--- src/rtl/uart_periph.sv ---
// uart_periph: memory-mapped 8N1 UART with a TX shifter, an RX sampler with a
// one-byte holding register, and a STATUS register. Read data is registered.
`timescale 1ns/1ps
module uart_periph #(
  parameter int CLK_FREQ = 25000000,
  parameter int BAUD     = 115200
) (
  input  logic       clk,
  input  logic       rst,
  input  logic       cs,
  input  logic       we,
  input  logic [7:0] addr,
  input  logic [7:0] data_in,
  output logic [7:0] data_out,
  output logic       irq,
  output logic       tx,
  input  logic       rx
);
  localparam int CPB = CLK_FREQ / BAUD;
  localparam int CW  = $clog2(CPB);
  localparam logic [CW-1:0] BIT_LAST  = CW'(CPB - 1);
  localparam logic [CW-1:0] HALF_LAST = CW'(CPB / 2 - 1);

  typedef enum logic [1:0] {TX_IDLE, TX_START, TX_DATA, TX_STOP} tx_state_t;
  typedef enum logic [2:0] {RX_IDLE, RX_START, RX_DATA, RX_STOP, RX_WAIT} rx_state_t;

  tx_state_t     tx_state_q, tx_state_d;
  logic [CW-1:0] tx_cnt_q, tx_cnt_d;
  logic [2:0]    tx_bit_q, tx_bit_d;
  logic [7:0]    tx_shift_q, tx_shift_d;
  logic          tx_q, tx_d;

  rx_state_t     rx_state_q, rx_state_d;
  logic [CW-1:0] rx_cnt_q, rx_cnt_d;
  logic [2:0]    rx_bit_q, rx_bit_d;
  logic [7:0]    rx_shift_q, rx_shift_d;
  logic          rx_s1_q, rx_s2_q;
  logic [7:0]    rx_hold_q, rx_hold_d;
  logic          rx_ready_q, rx_ready_d;
  logic          overrun_q, overrun_d;
  logic          ferr_q, ferr_d;
  logic [7:0]    data_out_q, data_out_d;

  logic wr_data, rd_data, wr_stat, tx_ready, tx_bit_end, tx_accept;
  logic byte_done, frame_err;

  assign wr_data    = cs & we & (addr == 8'h00);
  assign rd_data    = cs & ~we & (addr == 8'h00);
  assign wr_stat    = cs & we & (addr == 8'h01);
  assign tx_ready   = (tx_state_q == TX_IDLE);
  assign tx_bit_end = (tx_cnt_q == BIT_LAST);
  // The last cycle of a stop bit also accepts a write so frames can run back to back.
  assign tx_accept  = wr_data & (tx_ready | ((tx_state_q == TX_STOP) & tx_bit_end));

  // TX next state: walk start, 8 data bits LSB first, stop; load on an accepted write.
  always_comb begin
    tx_state_d = tx_state_q;
    tx_cnt_d   = tx_cnt_q + CW'(1);
    tx_bit_d   = tx_bit_q;
    tx_shift_d = tx_shift_q;
    tx_d       = tx_q;
    case (tx_state_q)
      TX_IDLE: begin
        tx_cnt_d = '0;
        tx_d     = 1'b1;
      end
      TX_START: if (tx_bit_end) begin
        tx_cnt_d   = '0;
        tx_bit_d   = 3'd0;
        tx_state_d = TX_DATA;
        tx_d       = tx_shift_q[0];
      end
      TX_DATA: if (tx_bit_end) begin
        tx_cnt_d = '0;
        if (tx_bit_q == 3'd7) begin
          tx_state_d = TX_STOP;
          tx_d       = 1'b1;
        end else begin
          tx_bit_d   = tx_bit_q + 3'd1;
          tx_shift_d = tx_shift_q >> 1;
          tx_d       = tx_shift_q[1];
        end
      end
      TX_STOP: if (tx_bit_end) begin
        tx_cnt_d   = '0;
        tx_state_d = TX_IDLE;
        tx_d       = 1'b1;
      end
      default: tx_state_d = TX_IDLE;
    endcase
    if (tx_accept) begin
      tx_state_d = TX_START;
      tx_cnt_d   = '0;
      tx_bit_d   = 3'd0;
      tx_shift_d = data_in;
      tx_d       = 1'b0;
    end
  end

  // RX next state: qualify the start bit at mid-bit, then sample each bit centre.
  always_comb begin
    rx_state_d = rx_state_q;
    rx_cnt_d   = rx_cnt_q + CW'(1);
    rx_bit_d   = rx_bit_q;
    rx_shift_d = rx_shift_q;
    byte_done  = 1'b0;
    frame_err  = 1'b0;
    case (rx_state_q)
      RX_IDLE: begin
        rx_cnt_d = '0;
        if (!rx_s2_q) rx_state_d = RX_START;
      end
      RX_START: if (rx_cnt_q == HALF_LAST) begin
        rx_cnt_d   = '0;
        rx_bit_d   = 3'd0;
        rx_state_d = rx_s2_q ? RX_IDLE : RX_DATA;
      end
      RX_DATA: if (rx_cnt_q == BIT_LAST) begin
        rx_cnt_d   = '0;
        rx_shift_d = {rx_s2_q, rx_shift_q[7:1]};
        if (rx_bit_q == 3'd7) rx_state_d = RX_STOP;
        else                  rx_bit_d   = rx_bit_q + 3'd1;
      end
      RX_STOP: if (rx_cnt_q == BIT_LAST) begin
        rx_cnt_d = '0;
        if (rx_s2_q) begin
          byte_done  = 1'b1;
          rx_state_d = RX_IDLE;
        end else begin
          frame_err  = 1'b1;
          rx_state_d = RX_WAIT;
        end
      end
      RX_WAIT: begin
        rx_cnt_d = '0;
        if (rx_s2_q) rx_state_d = RX_IDLE;
      end
      default: rx_state_d = RX_IDLE;
    endcase
  end

  // Status flags, holding register and registered read mux; setting beats clearing.
  always_comb begin
    rx_hold_d  = byte_done ? rx_shift_q : rx_hold_q;
    rx_ready_d = byte_done ? 1'b1 : (rd_data ? 1'b0 : rx_ready_q);
    overrun_d  = (byte_done & rx_ready_q & ~rd_data) ? 1'b1 : (wr_stat ? 1'b0 : overrun_q);
    ferr_d     = frame_err ? 1'b1 : (wr_stat ? 1'b0 : ferr_q);
    data_out_d = data_out_q;
    if (cs && !we) begin
      case (addr)
        8'h00:   data_out_d = rx_hold_q;
        8'h01:   data_out_d = {4'b0000, ferr_q, overrun_q, rx_ready_q, tx_ready};
        default: data_out_d = 8'h00;
      endcase
    end
  end

  // Control state, synchronizer and read data with asynchronous reset.
  always_ff @(posedge clk or posedge rst) begin
    if (rst) begin
      tx_state_q <= TX_IDLE;
      tx_cnt_q   <= '0;
      tx_bit_q   <= 3'd0;
      tx_q       <= 1'b1;
      rx_state_q <= RX_IDLE;
      rx_cnt_q   <= '0;
      rx_bit_q   <= 3'd0;
      rx_s1_q    <= 1'b1;
      rx_s2_q    <= 1'b1;
      rx_ready_q <= 1'b0;
      overrun_q  <= 1'b0;
      ferr_q     <= 1'b0;
      data_out_q <= 8'h00;
    end else begin
      tx_state_q <= tx_state_d;
      tx_cnt_q   <= tx_cnt_d;
      tx_bit_q   <= tx_bit_d;
      tx_q       <= tx_d;
      rx_state_q <= rx_state_d;
      rx_cnt_q   <= rx_cnt_d;
      rx_bit_q   <= rx_bit_d;
      rx_s1_q    <= rx;
      rx_s2_q    <= rx_s1_q;
      rx_ready_q <= rx_ready_d;
      overrun_q  <= overrun_d;
      ferr_q     <= ferr_d;
      data_out_q <= data_out_d;
    end
  end

  // Shift and holding registers carry only data and need no reset.
  always_ff @(posedge clk) begin
    tx_shift_q <= tx_shift_d;
    rx_shift_q <= rx_shift_d;
    rx_hold_q  <= rx_hold_d;
  end

  assign data_out = data_out_q;
  assign irq      = rx_ready_q;
  assign tx       = tx_q;
endmodule

--- config.mk ---
export PLATFORM = sky130hd
export DESIGN_NAME = uart_periph
export DESIGN_NICKNAME = d
export VERILOG_FILES = /design/src/rtl/uart_periph.sv
export SDC_FILE = /design/constraint.sdc
export NUM_CORES = 1
export LEC_CHECK = 0
export ABC_AREA = 1
export CAP_MARGIN = 20
export CORE_ASPECT_RATIO = 1.1
export CORE_MARGIN = 1
export CORE_UTILIZATION = 40
export DETAILED_ROUTE_END_ITERATION = 12
export GPL_TIMING_DRIVEN = 0
export SETUP_SLACK_MARGIN = 0.15
export SLEW_MARGIN = 25
export SYNTH_ARGS = -nofsm -noshare
export SYNTH_HDL_FRONTEND = slang
export SYNTH_SLANG_ARGS = --single-unit
--- constraint.sdc ---
create_clock -name clk -period 2.15 [get_ports clk]
set_input_delay 0.215 -clock clk [delete_from_list [all_inputs] [get_ports clk]]
set_output_delay 0.215 -clock clk [all_outputs]
set_load 0.02 [all_outputs]
# Yosys cells after proc, flatten, opt, wreduce, memory -nomap -nowiden
# Index checks and enable logic that the tools add are counted.
# classes
n_addsub	4
eq_ne	26
muxes	52
bitwise_logic	12
n_reduce_logical	23
# op_table
cell	count
8-bit 2-to-1 mux	8
3-bit 2-to-1 mux	14
8-bit one-hot mux with 2 select lines	2
8-bit one-hot mux with 3 select lines	1
8-bit by 1-bit adder with 8-bit output, second input constant	2
8-bit == test, second input constant	2
1-bit 2-to-1 mux	16
2-bit != test, second input constant	8
3-bit != test, second input constant	5
3-bit one-hot mux with 5 select lines	1
2-bit 2-to-1 mux	6
3-bit one-hot mux with 2 select lines	2
2-bit nonzero test	6
1-bit bitwise AND	9
3-bit == test, second input constant	3
8-bit by 1-bit == test with 1-bit output, second input constant	1
8-bit by 7-bit == test with 1-bit output, second input constant	1
8-bit zero test	1
4-bit AND reduction	2
3-bit by 1-bit adder with 3-bit output, second input constant	2
3-bit by 2-bit == test with 1-bit output, second input constant	2
2-bit one-hot mux with 3 select lines	1
3-bit AND reduction	2
6-bit AND reduction	1
other kinds (16)	19
# totals
ff_bits	65
input_bits	21
output_inout_bits	10

# Logic depth before layout (Yosys ltp)
# Gate-level depths: netlist of run 1.
# logic_depth
ltp_word	6
depth_mapped	11
ltp_nobuf	11

# Worst setup path after synthesis of run 1
# No wires, ideal clock.
# synth_timing
kind	flip-flop to flip-flop
from	register rx_cnt_q[0]
to	register rx_hold_q[0], enable pin
t_arrival_ps	1480
slack_ps	287
path_stages_with_launch	7
period_less_slack_ps	1863
cell_sequence	dfrtp_1 > inv_1 > ha_1 > nand2_1 > nor3_2 > nand2_2 > nor3_1
# synth_via
elab_chain_len	3
# synth_lines
item	line_no	source
start: declaration	34	logic [CW-1:0] rx_cnt_q, rx_cnt_d;
start signal: assignment	180	rx_cnt_q <= rx_cnt_d;
8-bit == test	124	RX_STOP: if (rx_cnt_q == BIT_LAST) begin
1-bit 2-to-1 mux	124	
1-bit 2-to-1 mux	108	case (rx_state_q)
via byte_done	45	logic byte_done, frame_err;
end signal: assignment	195	rx_hold_q <= rx_hold_d;
end: declaration	38	logic [7:0] rx_hold_q, rx_hold_d;
# The timed path passes the listed nets, and every way through them passes these cells.
# A chain may end at the register's enable or synchronous reset.

# Worst setup path in the final report of run 1
# layout_timing
from	register tx_cnt_q[0]
to	register tx_shift_q[1], enable pin
# layout_via
elab_chain_len	6
word_cells_on_any_way	8
# layout_lines
item	line_no	source
start: declaration	28	logic [CW-1:0] tx_cnt_q, tx_cnt_d;
start signal: assignment	176	tx_cnt_q <= tx_cnt_d;
8-bit == test (*)	51	assign tx_bit_end = (tx_cnt_q == BIT_LAST);
1-bit bitwise AND	53	assign tx_accept = wr_data & (tx_ready | ((tx_state_q == TX_STOP) & tx_bit_end));
1-bit bitwise OR	53	
1-bit bitwise AND	53	
2-bit != test (no source line) or 2-bit nonzero test (tied branches)	--	
3-bit AND reduction (no source line) (*)	--	
end signal: assignment	193	tx_shift_q <= tx_shift_d;
end: declaration	30	logic [7:0] tx_shift_q, tx_shift_d;
# Mark *: on every way between the ends. The rest lies on a longest branch, timed or not.

==> results of run 1 <==
-- layout make-up --
cell class / count / share of cell area (%)
plain buffers: 2 / 0.4248
clock buffers: 9 / 3.235
clock inverters: 7 / 1.438
inverters: 39 / 3.824
multi-input cells: 226 / 33.56
flip-flops and latches: 65 / 45.72
well taps: 105 / 3.431
repair buffers: 31 / 8.366
-- critical path, cell delays in order, from the launching register on --
cell,delay [ns]
dfrtp_1,0.42
inv_1,0.07
ha_1,0.17
nand2_1,0.07
nor2_2,0.16
nand3_2,0.10
nand2_2,0.08
nand2_4,0.10
buf_6,0.17
nand2_2,0.16
-- path summary, 6_finish.rpt --
path	endpoint
setup / recovery	tx_shift_q[1]$_DFFE_PP_
hold reg to reg	rx_s2_q$_DFF_PP1_
setup reg to reg	tx_shift_q[1]$_DFFE_PP_
hold / removal	data_out[7]$_DFFE_PP0P_
min in group clk	rx_s1_q$_DFF_PP1_
max in group asynchronous	tx$_DFFE_PP1P_
-- power by group through the flow --
stage | sequential [mW] | clock, mW | combinational, mW
global route | 1.29 | 1.02 | 0.0889
floorplan | 1.31 | 0 | 0.0250
finish | 1.29 | 0.937 | 0.0784
CTS | 1.28 | 0.962 | 0.0806
detailed placement | 1.31 | 0 | 0.0803
global placement | 1.31 | 0 | 0.0749
-- logic make-up (layout without fill, tap and decap cells) --
group | Yosys count | after routing
multiplexers | 1 | 1
flip-flops | 65 | 65
AO/OA/AOI/OAI | 15 | 15
adder cells (fa/ha/maj) | 13 | 13
AND/OR/NAND/NOR | 190 | 190
buffers and inverters | 41 | 88
XOR/XNOR | 7 | 7
-- per-stage QoR --
stage | std cells | setup slack, ns | total power [mW]
floorplan | 332 | 0.2867 | 1.336
global placement | 467 | -0.04321 | 1.386
detailed placement | 468 | -0.04380 | 1.391
CTS | 484 | 0.1919 | 2.327
global route | 484 | 0.1828 | 2.392
finish | 484 | 0.3457 | 2.301
-- state kept, by name, summed over array words and instances (netlist names) --
register / count
rx_bit_q: 3
rx_s2_q: 1
tx: 1
rx_s1_q: 1
rx_shift_q: 8
tx_cnt_q: 8
tx_bit_q: 3
tx_state_q: 2
ferr_q: 1
rx_state_q: 3
tx_shift_q: 8
rx_hold_q: 8
data_out: 8
overrun_q: 1
rx_cnt_q: 8
irq: 1
-- what timing repair did --
item                                    CTS  global route
endpoints found under the hold margin     0             0
endpoints found under the setup margin    8            19
resized for setup                         1             3
-- per-layer routing --
layer	track usage, %	vias up
met5	0	-
met4	6.250	0
met1	19.71	1050
met3	4.156	8
li1	-	1163
met2	25.66	31
-- cells in the final DEF, fill, tap and decap left out, types with 2 or more instances in the layout --
cell,Yosys,routed
nand2_2,5,6
clkbuf_8,0,9
nor3_2,3,3
clkinv_4,0,3
nor2_1,33,32
nor3_4,2,3
o21ai_0,5,5
dfrtp_1,38,38
inv_2,5,6
nor2_4,3,3
inv_1,34,33
edfxtp_1,24,24
xor2_1,4,4
nand4_1,5,5
xnor2_1,3,3
nand3_2,4,4
clkinvlp_4,0,2
ha_1,13,13
nor3_1,5,4
o21ai_1,4,4
nand3_1,34,34
nor2_2,4,5
nand2_1,85,84
dfstp_2,3,3
nand2_4,3,3
clkdlybuf4s50_1,0,30
==> flow_summary_export.csv, run 1 <==
group,metric,value,unit
cts,cts-hold-fix-buffers,0,
yosys,synth_top_family_by_area,"simple AND/OR/NAND/NOR gates",
critical_path,crit_arrival,1.84,ns
cts,cts.sinks,65,
detailed_routing,drt-met1-wl,2745,microns
critical_path,path_class,"flip-flop to flip-flop",
die,die_h,95.54,microns
place,port_buffers,30,
cts,cts_max_level,3,
yosys,ys_seq_area_share,55.01,%
cts,clock_latency,0.35,ns
yosys,synthArstFlopShare,63.08,%
sta,clock_skew,0.009592,ns
sta,drv_slew,0,
yosys,netlist_area,3182,sq um
sta,period_needed,1.804,ns
finish,multi_input_area,1285,sq um
yosys,synth_edf_count,24,
finish,post-route-util,50.40,%
sta,max_slew_margin,72.53,%
global_route,grt_max_degree,30,
cts,post-cts-setup-buffers,0,
detailed_routing,drt.antenna.violating_nets,0,
critical_path,rr_worst_depth,9,
yosys,synthAdderAreaFrac,5.112,%
yosys,syn_nets,366,
cts,clockRootBuffer,"clkbuf_8",
global_route,grt_pass1_vias,2185,
yosys,synth.area.mux_share,0.3539,%
detailed_routing,met3_length,192,microns
place,place_area,3633,sq um
place,hpwl,4118,microns
die,die_area,8315,sq um
yosys,netlist-cell-type-count,35,
die,die_x,87.04,microns
critical_path,crit_required,2.19,ns
sta,setup_violations,0,
power,p_seq_share,55.9,%
detailed_routing,num_vias,2252,
cts,clk_pin_slew,0.08,ns
yosys,synth_compound_area_share,3.225,%
detailed_routing,avgRoutedWirePerCell,11.51,microns
critical_path,worstSetupStartpointType,"flip-flop",
critical_path,rrSetupSlack,0.35,ns
global_route,track_usage,15.67,%
sta,tns,0,ns
power,p_leak,1.705,nW
global_route,antenna_found_initial,0,
finish,final_area,3829,sq um
power,p_switching,0.5517,mW
die,coreArea,7597,sq um
flow_run,drv_cap,0,
cts,cts_tree,"yes",
critical_path,reg2reg_from,"tx_cnt_q[0]$_DFF_PP0_",
yosys,synth_top_flop_cell,"dfrtp_1",
detailed_routing,met2_wirelength,2558,microns
die,ioPinCount,31,
sta,finalCritPeriodShare,83.92,%
detailed_routing,via_per_inst,4.653,
yosys,synth_xor_xnor_area_share,1.927,%
power,ir_worst_vdd,0.2699,mV
yosys,synthSimpleGateAreaFrac,29.26,%
finish,fillers,726,
die,num_rows,33,
finish,n_antenna_cell,0,
power,p_int,1.749,mW
place,gp_congestion,0.8149,
finish,seq_area,1750,sq um
detailed_routing,route.final.wire_length,5573,microns
sta,tightest_slew,0.4107,ns
yosys,ys_top_cells_by_area,"dfrtp_1 (30%), edfxtp_1 (23%), nand2_1 (10%), nand3_1 (5.3%), ha_1 (5.1%)",
yosys,ys_ff_latch,65,
finish,area_growth,20.33,%
sta,hold_viol,0,
die,start_util,41.88,%
cts,cts-buffers-inserted,9,
global_route,grt_pass1_wl,9887,microns
critical_path,endpoint_kind,"flip-flop",
power,clkPwrFrac,40.7,%
yosys,syn_avg_cell_area,9.584,sq um
power,combPwrFrac,3.4,%
yosys,yosysMostFrequentCell,"nand2_1",
critical_path,crit_start,"tx_cnt_q[0]$_DFF_PP0_",
global_route,grt_overflow,0,
detailed_routing,drc_errors,0,
yosys,yosysWarnings,0,
cts,clockBufferDepth,2,
finish,fin_nets,408,
sta,rsz0062_at_grt,"no",
yosys,synth_common_cells,"nand2_1 (85), dfrtp_1 (38), inv_1 (34), nand3_1 (34), nor2_1 (33)",
hold_path,hold_path.class,"primary input to asynchronous set/reset pin",
yosys,yosysTopAreaCell,"dfrtp_1",
yosys,yosys.area.top_type_share,29.89,%
power,swShare,23.98,%
yosys,synth_cells,332,
finish,drive_above_1_share,15.57,%
detailed_routing,drtPass1Iterations,4,
detailed_routing,drtIter0Drc,67,
power,power.density,600.9,nW/um^2
critical_path,crit_fanout,10,
sta,hold_ws,0.1356,ns
sta,fmax,554.2,MHz
status,status,"complete, no violations",
detailed_routing,dr.max_layer_used,"met4",
Note: power is estimated with default switching activity, not from simulation.
==> run 2: changes to the inputs <==
==> constraint.sdc (replaced) <==
create_clock -name clk -period 1.9 [get_ports clk]
set_input_delay 0.19 -clock clk [delete_from_list [all_inputs] [get_ports clk]]
set_output_delay 0.19 -clock clk [all_outputs]
set_load 0.02 [all_outputs]
==> run 2 against run 1 <==
Design area up 3.7%. Clock skew up 0.0048 ns. Utilization up 1.9 points. First-iteration DRC count up 37%. Critical endpoint is now rx_shift_q[4]$_DFFE_PP_. Non-clock buffer count up 6. Wire length up 7.6%. Sequential power up 12%. Final cell count up 1.4%. Power up 13%. Register-to-register slack worse by 0.16 ns. Global-route usage up 0.28 points. Critical path type unchanged. Largest cell class unchanged.
==> flow_summary_export.csv, run 2 (same netlist as run 1, synthesis figures left out) <==
group,metric,value,unit
global_route,grt_pass1_wl,9991,microns
critical_path,rrSetupSlack,0.18,ns
cts,cts_tree,"yes",
status,status,"complete, no violations",
critical_path,crit_required,1.89,ns
finish,multi_input_area,1341,sq um
critical_path,endpoint_kind,"flip-flop",
sta,max_slew_margin,67.57,%
die,coreArea,7597,sq um
finish,seq_area,1750,sq um
place,hpwl,4250,microns
finish,layout_common_cells,"nand2_1 (82), dfrtp_1 (38), nand3_1 (34), inv_1 (33), nor2_1 (31)",
hold_path,hold_path.class,"primary input to asynchronous set/reset pin",
cts,clk_pin_slew,0.08,ns
die,die_x,87.04,microns
finish,mostFrequentLayoutCell,"nand2_1",
place,place_inst,468,
detailed_routing,route.final.wire_length,5997,microns
cts,cts.sinks,65,
detailed_routing,drtPass1Iterations,4,
sta,fmax,583.0,MHz
finish,drive_above_1_share,18.13,%
finish,fillers,737,
cts,cts_max_level,3,
place,place_area,3646,sq um
sta,clock_skew,0.01435,ns
detailed_routing,avgRoutedWirePerCell,12.21,microns
cts,clock_latency,0.35,ns
critical_path,crit_fanout,8,
sta,rsz0062_at_grt,"yes",
detailed_routing,drtIter0Drc,92,
finish,area_growth,24.77,%
finish,fin_nets,415,
detailed_routing,via_per_inst,4.758,
global_route,track_usage,15.95,%
global_route,grt_max_degree,23,
power,ir_worst_vdd,0.3398,mV
die,die_h,95.54,microns
cts,clockBufferDepth,2,
cts,cts-buffers-inserted,9,
sta,hold_viol,0,
place,gp_congestion,0.7963,
sta,tightest_slew,0.4858,ns
critical_path,worstSetupStartpointType,"flip-flop",
sta,finalCritPeriodShare,90.28,%
flow_run,drv_cap,0,
die,num_rows,33,
sta,drv_slew,0,
finish,final_area,3970,sq um
detailed_routing,drc_errors,0,
detailed_routing,drt.antenna.violating_nets,0,
finish,instances_no_fill,491,
detailed_routing,num_vias,2336,
critical_path,crit_start,"rx_cnt_q[0]$_DFF_PP0_",
critical_path,r2r-end,"rx_shift_q[4]$_DFFE_PP_",
cts,cts-hold-fix-buffers,0,
die,start_util,41.88,%
critical_path,rr_worst_depth,6,
critical_path,path_class,"flip-flop to flip-flop",
critical_path,crit_arrival,1.71,ns
finish,n_antenna_cell,0,
die,ioPinCount,31,
critical_path,crit_end,"rx_shift_q[4]$_DFFE_PP_",
die,die_area,8315,sq um
sta,setup_violations,0,
power,power.density,656.4,nW/um^2
sta,period_needed,1.715,ns
critical_path,reg2reg_from,"rx_cnt_q[0]$_DFF_PP0_",
global_route,antenna_found_initial,0,
global_route,grt_pass1_vias,2262,
sta,tns,0,ns
power,p_leak,1.751,nW
place,port_buffers,30,
global_route,grt_overflow,0,
cts,clockRootBuffer,"clkbuf_8",
[run 2: worst min-delay path by stage]
stage,startpoint,endpoint,slack [ns],cells after the start
floorplan,rx,rx_s1_q$_DFF_PP1_,0.19,0
global placement,rx_s1_q$_DFF_PP1_,rx_s2_q$_DFF_PP1_,0.35,0
detailed placement,rx_s1_q$_DFF_PP1_,rx_s2_q$_DFF_PP1_,0.35,0
CTS,rst,tx_cnt_q[3]$_DFF_PP0_,0.20,2
global route,rst,tx_cnt_q[7]$_DFF_PP0_,0.22,2
finish,rst,tx_cnt_q[7]$_DFF_PP0_,0.18,2
[run 2: repair_timing]
item,in CTS,in global routing
pin swaps,1,2
setup endpoints to repair,24,33
gates resized for setup,3,11
buffers inserted,1,4
gates cloned,0,2
[run 2: cell type report]
cell class | count | area share [%]
Sequential cell | 65 | 44.09
Multi-Input combinational cell | 227 | 33.79
Inverter | 39 | 3.687
Clock inverter | 7 | 1.355
Timing Repair Buffer | 37 | 10.15
Clock buffer | 9 | 3.120
Buffer | 2 | 0.5043
Tap cell | 105 | 3.309
[run 2: report_power, final]
group / internal [mW] / switching, mW / total, mW
sequential: 1.45 / 0.00309 / 1.45
clock: 0.481 / 0.579 / 1.06
combinational: 0.0491 / 0.0429 / 0.0920
total: 1.98 / 0.625 / 2.61
[run 2: through the flow]
| stage | power [mW] | worst slack, ns | utilization, % | hold slack, ns |
|---|---|---|---|---|
| floorplan | 1.512 | 0.1652 | - | 0.1945 |
| global placement | 1.569 | -0.2584 | 47.63 | 0.3454 |
| detailed placement | 1.576 | -0.1078 | 47.99 | 0.3489 |
| CTS | 2.644 | -0.005888 | 50.59 | 0.2048 |
| global route | 2.717 | 0.05725 | 52.26 | 0.2248 |
| finish | 2.606 | 0.1847 | 52.26 | 0.1831 |
[run 2: layer usage]
metal / global-route usage [%] / vias up / share of wire, %
met5: 0 / - / 0
met1: 20.57 / 1110 / 46
met3: 3.290 / 8 / 3.7
met2: 25.33 / 39 / 48
li1: - / 1179 / -
met4: 8.333 / 0 / 1.9
[run 2: worst max-delay path, stage by stage (launching register included)]
cell and delay, ns:
dfrtp_1 0.41, inv_1 0.09, ha_1 0.16, nand2_1 0.06
nor3_2 0.12, nand2_2 0.15, nor2_2 0.38
